==> src/rtl/u409_cycle_decode.sv <==
// Address decoder and cycle terminator for U409 autoconfig and devices: claims a CPU cycle on TSn,
// drives a one-hot select, then terminates with TAn on the claimed ack or TEAn on watchdog expiry.
module u409_cycle_decode #(
   parameter int unsigned TIMEOUT = 255,
   parameter int unsigned CNT_W   = 8,
   parameter logic [15:0] AC_PAGE = 16'h00E8
) (
   input  logic        CLK40,
   input  logic        RESETn,
   input  logic [15:0] A,
   input  logic        TSn,
   input  logic        CONFIGURED,
   input  logic [7:0]  BRIDGE_BASE,
   input  logic [6:0]  LIDE_BASE,
   input  logic [3:0]  PRO_BASE,
   input  logic        AC_TACK,
   input  logic        BRIDGE_ACK,
   input  logic        LIDE_ACK,
   input  logic        PRO_ACK,
   output logic        AUTOCONFIG_SPACE,
   output logic        BRIDGE_SEL,
   output logic        LIDE_SEL,
   output logic        PRO_SEL,
   output logic        TAn,
   output logic        TEAn,
   output logic        TERM_OE
);

   typedef enum logic [2:0] {StIdle, StActive, StTermTa, StTermTea, StRecover} state_e;

   localparam logic [CNT_W-1:0] CntLast = CNT_W'(TIMEOUT - 1);

   state_e           state_q, state_d;
   logic [3:0]       claim_q, claim_d;  // one-hot {lide, brg, pro, ac}
   logic [CNT_W-1:0] cnt_q, cnt_d;
   logic             hit_ac, hit_pro, hit_brg, hit_lide;
   logic             claim_ack;

   assign AUTOCONFIG_SPACE = !CONFIGURED && (A == AC_PAGE);

   assign hit_ac   = AUTOCONFIG_SPACE;
   assign hit_pro  = CONFIGURED && (A[15:12] == PRO_BASE);
   assign hit_brg  = CONFIGURED && (A[15:8] == 8'h00) && (A[7:0] == BRIDGE_BASE);
   assign hit_lide = CONFIGURED && (A[15:8] == 8'h00) && (A[7:1] == LIDE_BASE);

   // Only the ack of the device that owns the cycle can terminate it.
   assign claim_ack = |(claim_q & {LIDE_ACK, BRIDGE_ACK, PRO_ACK, AC_TACK});

   always_comb begin
      state_d = state_q;
      claim_d = claim_q;
      cnt_d   = cnt_q;
      unique case (state_q)
         StIdle: begin
            if (!TSn && (hit_ac || hit_pro || hit_brg || hit_lide)) begin
               state_d = StActive;
               cnt_d   = '0;
               if (hit_ac)       claim_d = 4'b0001;
               else if (hit_pro) claim_d = 4'b0010;
               else if (hit_brg) claim_d = 4'b0100;
               else              claim_d = 4'b1000;
            end
         end
         StActive: begin
            if (cnt_q != {CNT_W{1'b1}}) cnt_d = cnt_q + 1'b1;
            if (claim_ack) begin
               state_d = StTermTa;
               claim_d = '0;
            end else if (cnt_q == CntLast) begin
               state_d = StTermTea;
               claim_d = '0;
            end
         end
         StTermTa, StTermTea: state_d = StRecover;
         StRecover:           state_d = StIdle;
         default:             state_d = StIdle;
      endcase
   end

   always_ff @(posedge CLK40) begin
      if (!RESETn) begin
         state_q <= StIdle;
         claim_q <= '0;
         cnt_q   <= '0;
      end else begin
         state_q <= state_d;
         claim_q <= claim_d;
         cnt_q   <= cnt_d;
      end
   end

   // An autoconfig claim (claim_q[0]) has no select; that block starts on its own.
   assign PRO_SEL    = claim_q[1];
   assign BRIDGE_SEL = claim_q[2];
   assign LIDE_SEL   = claim_q[3];

   assign TAn     = (state_q != StTermTa);
   assign TEAn    = (state_q != StTermTea);
   assign TERM_OE = (state_q == StTermTa) || (state_q == StTermTea) || (state_q == StRecover);

endmodule

==> config.mk <==
export PLATFORM = sky130hd
export DESIGN_NAME = u409_cycle_decode
export DESIGN_NICKNAME = d
export VERILOG_FILES = /design/src/rtl/u409_cycle_decode.sv
export SDC_FILE = /design/constraint.sdc
export NUM_CORES = 1
export LEC_CHECK = 0
export ABC_AREA = 1
export BUFFER_PORTS_ARGS = -buffer_cell sky130_fd_sc_hd__buf_2
export CORE_MARGIN = 2
export CORE_UTILIZATION = 35
export CTS_CLUSTER_DIAMETER = 120
export DETAILED_ROUTE_END_ITERATION = 10
export PLACE_DENSITY = 0.69
export SLEW_MARGIN = 20
export SYNTH_ARGS = -nofsm -noshare
export SYNTH_HDL_FRONTEND = slang
export SYNTH_SLANG_ARGS = --single-unit
export TNS_END_PERCENT = 30
==> constraint.sdc <==
create_clock -name CLK40 -period 1.4 [get_ports CLK40]
set_clock_uncertainty 0.05 [all_clocks]
set_input_delay 0.21 -clock CLK40 [delete_from_list [all_inputs] [get_ports CLK40]]
set_output_delay 0.21 -clock CLK40 [all_outputs]
set_load 0.01 [all_outputs]
* Yosys cells after proc, flatten, opt, wreduce, memory -nomap -nowiden *
Index checks and enable logic that the tools add are counted.

storage, ports and cells
  flip-flop bits (word level) = 15
  input bits = 43
  output and inout port bits = 7
  word-level logic and storage cells = 55

operators by class
  add/subtract/negate cells = 1
  equality and inequality tests = 15
  multiplexer cells = 14
  bitwise operators = 1
  reductions and logical operators = 21

operators by type and width
  cell                                                    count
  2-to-1 mux 4 bit                                        6
  == test 16 x 8 -> 1 bit (second input constant)         1
  2-to-1 mux 8 bit                                        2
  case mux 8 bit (2 select lines)                         1
  2-to-1 mux 3 bit                                        3
  case mux 3 bit (3 select lines)                         1
  adder 8 x 1 -> 8 bit (second input constant)            1
  == test 8 bit                                           1
  == test 8 bit (second input constant)                   1
  zero test 8 bit                                         1
  inequality test 8 bit (second input constant)           1
  case mux 4 bit (2 select lines)                         1
  == test 7 bit                                           1
  == test 3 x 2 -> 1 bit (second input constant)          2
  logical AND 1 bit                                       6
  inequality test 3 x 2 -> 1 bit (second input constant)  2
  AND reduction 3 bit                                     2
  logical OR 1 bit                                        5
  bitwise AND 4 bit                                       1
  == test 4 bit                                           1
  inequality test 2 bit (second input constant)           2
  OR reduction 4 bit                                      1
  == test 3 x 1 -> 1 bit (second input constant)          1
  == test 3 bit (second input constant)                   1
  6 further kinds                                         7

* Depth between registers and ports, before layout *
Gate-level depths: netlist of run 1.

  depth after elaboration = 8
  mapped depth = 14
  depth with buffers taken out = 14

* Worst setup path before layout of run 1 *
OpenSTA, ideal clock, no wires.

  kind = flip-flop to flip-flop
  start point = register cnt_q[0]
  end point = register cnt_q[0]
  setup time = 116 ps
  arrival time = 1356 ps
  required time = 1234 ps
  setup slack = -122 ps
  cell stages (with the launch flop) = 11
  buffers on the path = 0
  period minus slack after synthesis = 1522 ps
  cells stage by stage = dfxtp_1 ha_1 nand2_1 nor2_1 nand2_1 nor2_1 a21oi_4 nand2_4 clkinv_4 nor2_1 nor2_1

on the way
  cells in the longest elaborated chain, start to end = 3
  elaborated cells between the ends (all ways) = 6
  classes of those cells = 1 x add/sub; 2 x eq/ne; 2 x mux; 1 x reduce/logical

RTL lines
  element                                                                 line  text
  start, declared                                                         35    logic [CNT_W-1:0] cnt_q, cnt_d;
  start signal, assigned                                                  88    cnt_q <= cnt_d;
  adder 8 x 1 -> 8 bit or inequality test 8 bit (tied branches)           65    if (cnt_q != {CNT_W{1'b1}}) cnt_d = cnt_q + 1'b1;
  2-to-1 mux 8 bit or inequality test 2 bit (tied branches)               n/a
  case mux 8 bit (2 select lines) or AND reduction 3 bit (tied branches)  n/a

Several ways; a longest one is shown, not always the timed one. The select of a mux whose other input is x is not followed.
A chain may end at the register's enable or synchronous reset.

* Worst setup path after layout of run 1 *
  start point = register cnt_q[0]
  end point = register cnt_q[7]

Same word-level chain as after synthesis.

==> key figures, run 1 <==
Synthesis
  – Flop and latch count out of synthesis: 15
  – Seq/Total Area, Yosys: 23.7%
  – Most area-consuming cells after synthesis: sky130_fd_sc_hd__dfxtp_1, sky130_fd_sc_hd__nand2_1, sky130_fd_sc_hd__nor2_1
  – Yosys warning count: 0
  – Top_reg_cell synth: sky130_fd_sc_hd__dfxtp_1
  – Xor-xnor portion of the synthesized cell area: 9.69%
  – Post-Synth Simple-Gate Area: 43.8%
  – Fraction of synthesized area in multiplexers: 0%
  – Gate count after technology mapping: 203
  – Dominant combinational cell family by area after synthesis: simple AND/OR/NAND/NOR gates
  – Most common cell in the netlist: sky130_fd_sc_hd__nand2_1
  – Synth Cell Area: 1260 µm²
  – Number of flops mapped to enable cells by yosys: 0
  – Distinct cell type count of the synthesized netlist: 28
  – Post-Synth Adder-Cell Area: 1.98%
  – Synth async-reset ratio: 0%
  – Net Count, Synth: 248
  – Post-synthesis average cell area: 6.23 µm²
  – Synth Area in Compound Gates: 9.99%
  – Leading area contributor after synthesis: sky130_fd_sc_hd__dfxtp_1
  – Ranking of synthesized cells by instance count: sky130_fd_sc_hd__nand2_1, sky130_fd_sc_hd__nor2_1, sky130_fd_sc_hd__inv_1
  – Yosys top cell area share: 23.7%

Route
  – ANT nets after route: 0
  – Count of unresolved DRC violations after routing: 0
  – Total detailed-routing wirelength: 3450 µm
  – Drt wl/cell: 10.3 µm
  – DR iter-0 viols: 48
  – Number of vias after detailed routing: 1539
  – Number of optimization iterations in the first detailed-route pass: 4
  – Routed via count divided by cell count: 4.61

Clocking
  – Clock tree from TritonCTS: built
  – Clock transition at the registers of the reported paths: 0.09 ns
  – Later-pin clock latency in the skew report: 0.30 ns
  – Clock buffer depth: 2
  – Clk sinks: 15
  – CTS H-tree lvls: 1
  – Total clock buffers created by CTS: 3
  – Root Buffer Master: sky130_fd_sc_hd__clkbuf_4

Placed design
  – IO Port Bufs: about 50
  – Area post-placement: roughly 1800 µm²
  – Final HPWL from detailed placement: 2540 µm
  – Setup slack at placement: -0.215 ns
  – Placer's final routability congestion estimate: 0.761

Cells and area
  – Area delta synth->final: 58.8%
  – Antenna cell count: 0
  – Reg area: 320 µm²
  – Share of cells above drive strength 1: between 50% and 60%
  – Multi-input combinational cell area: 982 µm²
  – Final non-filler cell area: 2010 µm²
  – Final-stage net count: between 300 and 400
  – Number of fillers in the final layout: 353

Status
  – Violated checks: negative setup slack
  – Result of the run: complete, but fails checks

Floorplanning
  – Cell row count: 21
  – Horiz. Die Dim: 64.1 µm
  – Number of top-level pins: 50
  – Initial Util: 37.0%
  – Total core area: between 3000 and 4000 µm²
  – Die Ht: 64.1 µm
  – Die outline area: a little over 4000 µm²

Timing
  – Max Clk Rate: 703 MHz
  – Number of setup violations in the final report: 5
  – Tcrit/Tclk final: 102%
  – Final Max Tran Viols: 0
  – Smallest setup slack after layout: -0.0216 ns
  – Final count of hold timing violations: 0
  – Worst Max-Slew Pin Slew: between 0.4 and 0.5 ns
  – Worst-case headroom to the max-slew limit: 72.8%
  – Setup repair after global routing missed its margin: true
  – Clock period minus worst slack: between 1 and 1.5 ns

Pwr
  – Pwr dens: 497 nW/µm²
  – Max VDD drop: 430 µV
  – Leakage: 0.994 nW

Worst setup path
  – CP Capture Type: register
  – Critical-path maximum fanout: 4
  – Startpoint type of the worst setup path: register
  – Startpoint of the most critical register-to-register path: cnt_q[0]
  – Required time worst endpoint: 1.59 ns
  – Reg2reg setup slack: -0.02 ns
  – Reg-to-reg critical path endpoint: cnt_q[7]
  – Critical path type: register to register
  – Cell count of the worst reg-to-reg path: 7
  – Arrival time at the worst endpoint: 1.61 ns

Global routing
  – Initial antenna violation count: 0
  – First-pass GRT wire length: approximately 6000 µm
  – Global-route usage over all layers: 17.9%
  – Pin count of the biggest net entering global routing: 10
  – Number of global-route vias before repair: 1508
  – Total grt overflow: 0

Min path
  – Capture endpoint of the worst hold path: cnt_q[7]
  – Worst hold start: RESETn
  – Worst hold path depth: 3
  – Worst Hold Class: input port to register

Job
  – Max Cap Viol: 0
## worst max path at each step
| stage | from | to | slack [ns] | cells after the start |
|---|---|---|---|---|
| after detailed placement | A[8] | cnt_q[7] | -0.22 | 11 |
| final | cnt_q[0] | cnt_q[7] | -0.02 | 7 |
| after floorplan | state_q[0] | cnt_q[0] | -0.04 | 8 |
| after global routing | cnt_q[0] | cnt_q[7] | -0.14 | 7 |
| after CTS | cnt_q[0] | cnt_q[7] | -0.02 | 9 |
| after global placement | A[8] | cnt_q[5] | -0.16 | 11 |
## report_power, final
group | leakage, nW | switching [W] | internal (W) | total [W]
Sequential | 0.128 | 0.00000818 | 0.000434 | 0.000442
Combinational | 0.849 | 0.000147 | 0.000145 | 0.000292
Clock | 0.0177 | 0.000157 | 0.000107 | 0.000263
Total | 0.994 | 0.000312 | 0.000686 | 0.000998
## per-layer routing
metal  vias to the layer above  track usage, %  part of all wire [%]
met5                         -               0                     0
met4                         0            4.52                   1.1
met3                         7            4.23                   4.5
met2                        27            33.1                    51
met1                       682            20.5                    43
li1                        823               -                     -
## cell usage in the layout, fill, tap and decap left out, drive strengths merged
cell	instances
clkinv	1
o21ai	8
nand3	16
dfxtp	15
xor2	3
o31ai	1
or2	1
a21oi	11
xnor2	11
a221oi	1
nor4	2
nand2	48
nand4	9
ha	2
buf	81
nor3b	1
nor3	5
inv	32
clkbuf	3
nor2	37
## state kept, by name, summed over array words and instances (netlist names)
signal   flops
state_q      3
cnt_q        8
claim_q      4
## kinds of logic after synthesis
| logic type | after synthesis |
|---|---|
| adder cells (fa/ha/maj) | 2 |
| buffers and inverters | 33 |
| AO/OA/AOI/OAI | 21 |
| flip-flops | 15 |
| AND/OR/NAND/NOR | 118 |
| XOR/XNOR | 14 |
## through the flow
step / total power [W] / hold slack [ns] / setup TNS (ns) / utilization (%) / cells
global placement: 0.000710 / 0.408 / -1.67 / 53.0 / 326
floorplan: 0.000585 / 0.281 / -0.121 / - / 203
detailed placement: 0.000714 / 0.412 / -2.11 / 53.0 / 326
global route: 0.00107 / 0.174 / -1.17 / 58.8 / 334
finish: 0.000998 / 0.168 / -0.0627 / 58.8 / 334
CTS: 0.000982 / 0.157 / -0.0462 / 55.4 / 333
## repair_timing
| action | CTS | global route |
|---|---|---|
| pin swaps | 8 | 21 |
| hold endpoints to repair | 0 | 0 |
| endpoints found under the setup margin | 12 | 15 |
| resized for setup | 11 | 41 |
| hold buffers | 0 | 0 |
| buffers inserted | 2 | 1 |
| gates cloned | 1 | 0 |
## worst max-delay path, cell delays in order (launching register included)
cell and delay (ns):
sky130_fd_sc_hd__dfxtp_4 0.38, sky130_fd_sc_hd__buf_4 0.11, sky130_fd_sc_hd__nand4_1 0.14, sky130_fd_sc_hd__nor2_1 0.17, sky130_fd_sc_hd__a21oi_1 0.10, sky130_fd_sc_hd__nor3_2 0.25
sky130_fd_sc_hd__o21ai_2 0.09, sky130_fd_sc_hd__nor2_1 0.08
## final cells by class
cell class	count	share of cell area, %
inverter	32	6.36
timing repair buffer	81	24.5
clock buffer	3	1.12
tap	46	2.87
sequential	15	16.0
multi-input combinational	156	48.9
clock inverter	1	0.249
Power figures use the tool's default switching activity.
==> run 2, diff against run 1 <==
--- a/config.mk
+++ b/config.mk
@@ -11,6 +11,7 @@
 export CORE_UTILIZATION = 35
 export CTS_CLUSTER_DIAMETER = 120
 export DETAILED_ROUTE_END_ITERATION = 10
+export MAX_ROUTING_LAYER = met4
 export PLACE_DENSITY = 0.69
 export SLEW_MARGIN = 20
 export SYNTH_ARGS = -nofsm -noshare
==> run 2 against run 1 <==
Against the previous run: the run still ends with negative setup slack left; largest cell class unchanged; die area unchanged; highest routed layer unchanged; critical path type unchanged; worst setup slack better by 0.0012 ns; via count about the same; maximum frequency is essentially flat; routed wire length is essentially flat; global-route usage up 0.49 points; critical path depth did not move; final area unchanged; cell count did not move.
==> key figures, run 2 (synthesis gave the netlist of run 1 again) <==
Worst setup path
  – CP Capture Type: register
  – Startpoint type of the worst setup path: register
  – Critical-path maximum fanout: 4
  – Arrival time at the worst endpoint: 1.61 ns
  – Critical path type: register to register
  – Required time worst endpoint: 1.59 ns

Pwr
  – Pwr dens: 497 nW/µm²
  – Max VDD drop: 430 µV
  – Leakage: 0.994 nW

Timing
  – Worst Max-Slew Pin Slew: roughly 0.39 ns
  – Final Max Tran Viols: 0
  – Smallest setup slack after layout: -0.0204 ns
  – Worst-case headroom to the max-slew limit: 74.0%
  – Final hold slack: 0.164 ns
  – Tcrit/Tclk final: 101%
  – Final count of hold timing violations: 0
  – Clock period minus worst slack: 1.42 ns
  – Setup TNS after final layout: -0.0571 ns
  – Number of setup violations in the final report: 5
  – Setup repair after global routing missed its margin: true
  – Max Clk Rate: 704 MHz

Floorplanning
  – Die Ht: 64.1 µm
  – Number of top-level pins: 50
  – Total core area: between 3000 and 4000 µm²
  – Initial Util: between 30% and 40%
  – Cell row count: 21
  – Die outline area: slightly above 4000 µm²
  – Horiz. Die Dim: between 60 and 70 µm

Route
  – Total detailed-routing wirelength: ~3400 µm
  – DR iter-0 viols: a little under 70
  – Count of unresolved DRC violations after routing: 0
  – Drt wl/cell: 10.3 µm
  – Routed via count divided by cell count: between 4 and 5
  – Number of optimization iterations in the first detailed-route pass: 4
  – Number of vias after detailed routing: 1538
  – ANT nets after route: 0

Clocking
  – CTS H-tree lvls: 1
  – Clk sinks: 15
  – Total clock buffers created by CTS: 3
  – Later-pin clock latency in the skew report: 0.30 ns
  – Clock transition at the registers of the reported paths: about 0.09 ns
  – Clock tree from TritonCTS: built
  – Root Buffer Master: sky130_fd_sc_hd__clkbuf_4
  – Clock buffer depth: 2

Cells and area
  – Area delta synth->final: 58.8%
  – Final-stage net count: 334
  – Antenna cell count: 0
  – Most frequent standard cell in the layout excluding fill and tap cells: sky130_fd_sc_hd__buf_2
  – Largest registers: cnt_q: 8 flops, claim_q: 4 flops, state_q: 3 flops
  – Number of flip-flops in the largest register: 8
  – Share of cells above drive strength 1: 50.3%
  – Most frequent cells in the layout: sky130_fd_sc_hd__buf_2, sky130_fd_sc_hd__nand2_1, sky130_fd_sc_hd__buf_4
  – Number of fillers in the final layout: 353
  – Non-filler instance count after layout: about 330
  – Final non-filler cell area: 2010 µm²
  – Register with the most flip-flops: cnt_q

Placed design
  – Placer's final routability congestion estimate: 0.771
  – Setup slack at placement: -0.215 ns
  – Final HPWL from detailed placement: 2540 µm
  – Placed Instances: between 300 and 400
  – IO Port Bufs: 49
  – Area post-placement: 1810 µm²

Global routing
  – Pin count of the biggest net entering global routing: 10
  – Total grt overflow: 0
  – Number of global-route vias before repair: 1508
  – Global-route usage over all layers: 18.4%
  – First-pass GRT wire length: 5990 µm
  – Initial antenna violation count: 0

Job
  – Max Cap Viol: 0

Min path
  – Worst Hold Class: input port to register

Status
  – Result of the run: complete, but fails checks
  – Violated checks: negative setup slack
[run 2: cell counts in the layout (fill, tap and decap cells not counted)]
No cell type changed its count.
[run 2: final cells by class]
cell class / instances / area, µm² / area share (%)
clock buffer: 3 / 22.5 / 1.12
multi-input combinational: 156 / 982 / 48.9
clock inverter: 1 / 5.00 / 0.249
inverter: 32 / 128 / 6.36
timing repair buffer: 81 / 493 / 24.5
tap: 46 / 57.6 / 2.87
sequential: 15 / 320 / 16.0
[run 2: metal layers]
metal  up-vias  wire length, µm  track usage, %  share of wire, %
met1       686             1500            20.5                44
met3         5              140            4.23               4.1
met4         0               28            4.52              0.81
met5         -                0               -                 0
li1        822                -               -                 -
met2        25             1780            33.1                51
[run 2: worst max-delay path, stage by stage, from the launching register on]
cell and delay [ns]:
sky130_fd_sc_hd__dfxtp_4 0.38, sky130_fd_sc_hd__buf_4 0.11, sky130_fd_sc_hd__nand4_1 0.13, sky130_fd_sc_hd__nor2_1 0.17
sky130_fd_sc_hd__a21oi_1 0.11, sky130_fd_sc_hd__nor3_2 0.25, sky130_fd_sc_hd__o21ai_2 0.09, sky130_fd_sc_hd__nor2_1 0.08
[run 2: power by group]
group / internal, W / total [W] / switching, W / leakage (nW)
clock: 0.000107 / 0.000264 / 0.000157 / 0.0177
combinational: 0.000145 / 0.000292 / 0.000147 / 0.849
sequential: 0.000434 / 0.000442 / 0.00000818 / 0.128
total: 0.000686 / 0.000998 / 0.000312 / 0.994
[run 2: metrics by stage]
step	util, %	total power, W
finish	58.8	0.000998
global route	58.8	0.00107
CTS	55.4	0.000982
detailed placement	53.0	0.000714
global placement	53.0	0.000710
floorplan	-	0.000585
[run 2: final timing paths]
check / cells past startpoint / endpoint / start / slack (ns)
worst max-delay path: 7 / cnt_q[7] / cnt_q[0] / -0.02
worst min-delay path: 3 / cnt_q[7] / RESETn / 0.16
worst max register to register: 7 / cnt_q[7] / cnt_q[0] / -0.02
worst min register to register: 2 / claim_q[0] / claim_q[0] / 0.43
[run 2: repair_timing]
action                                  in CTS  in global routing
hold buffers                                 0                  0
endpoints found under the setup margin      12                 15
setup buffers                                2                  1
pin swaps                                    8                 21
cloned                                       1                  0
resized for setup                           11                 41
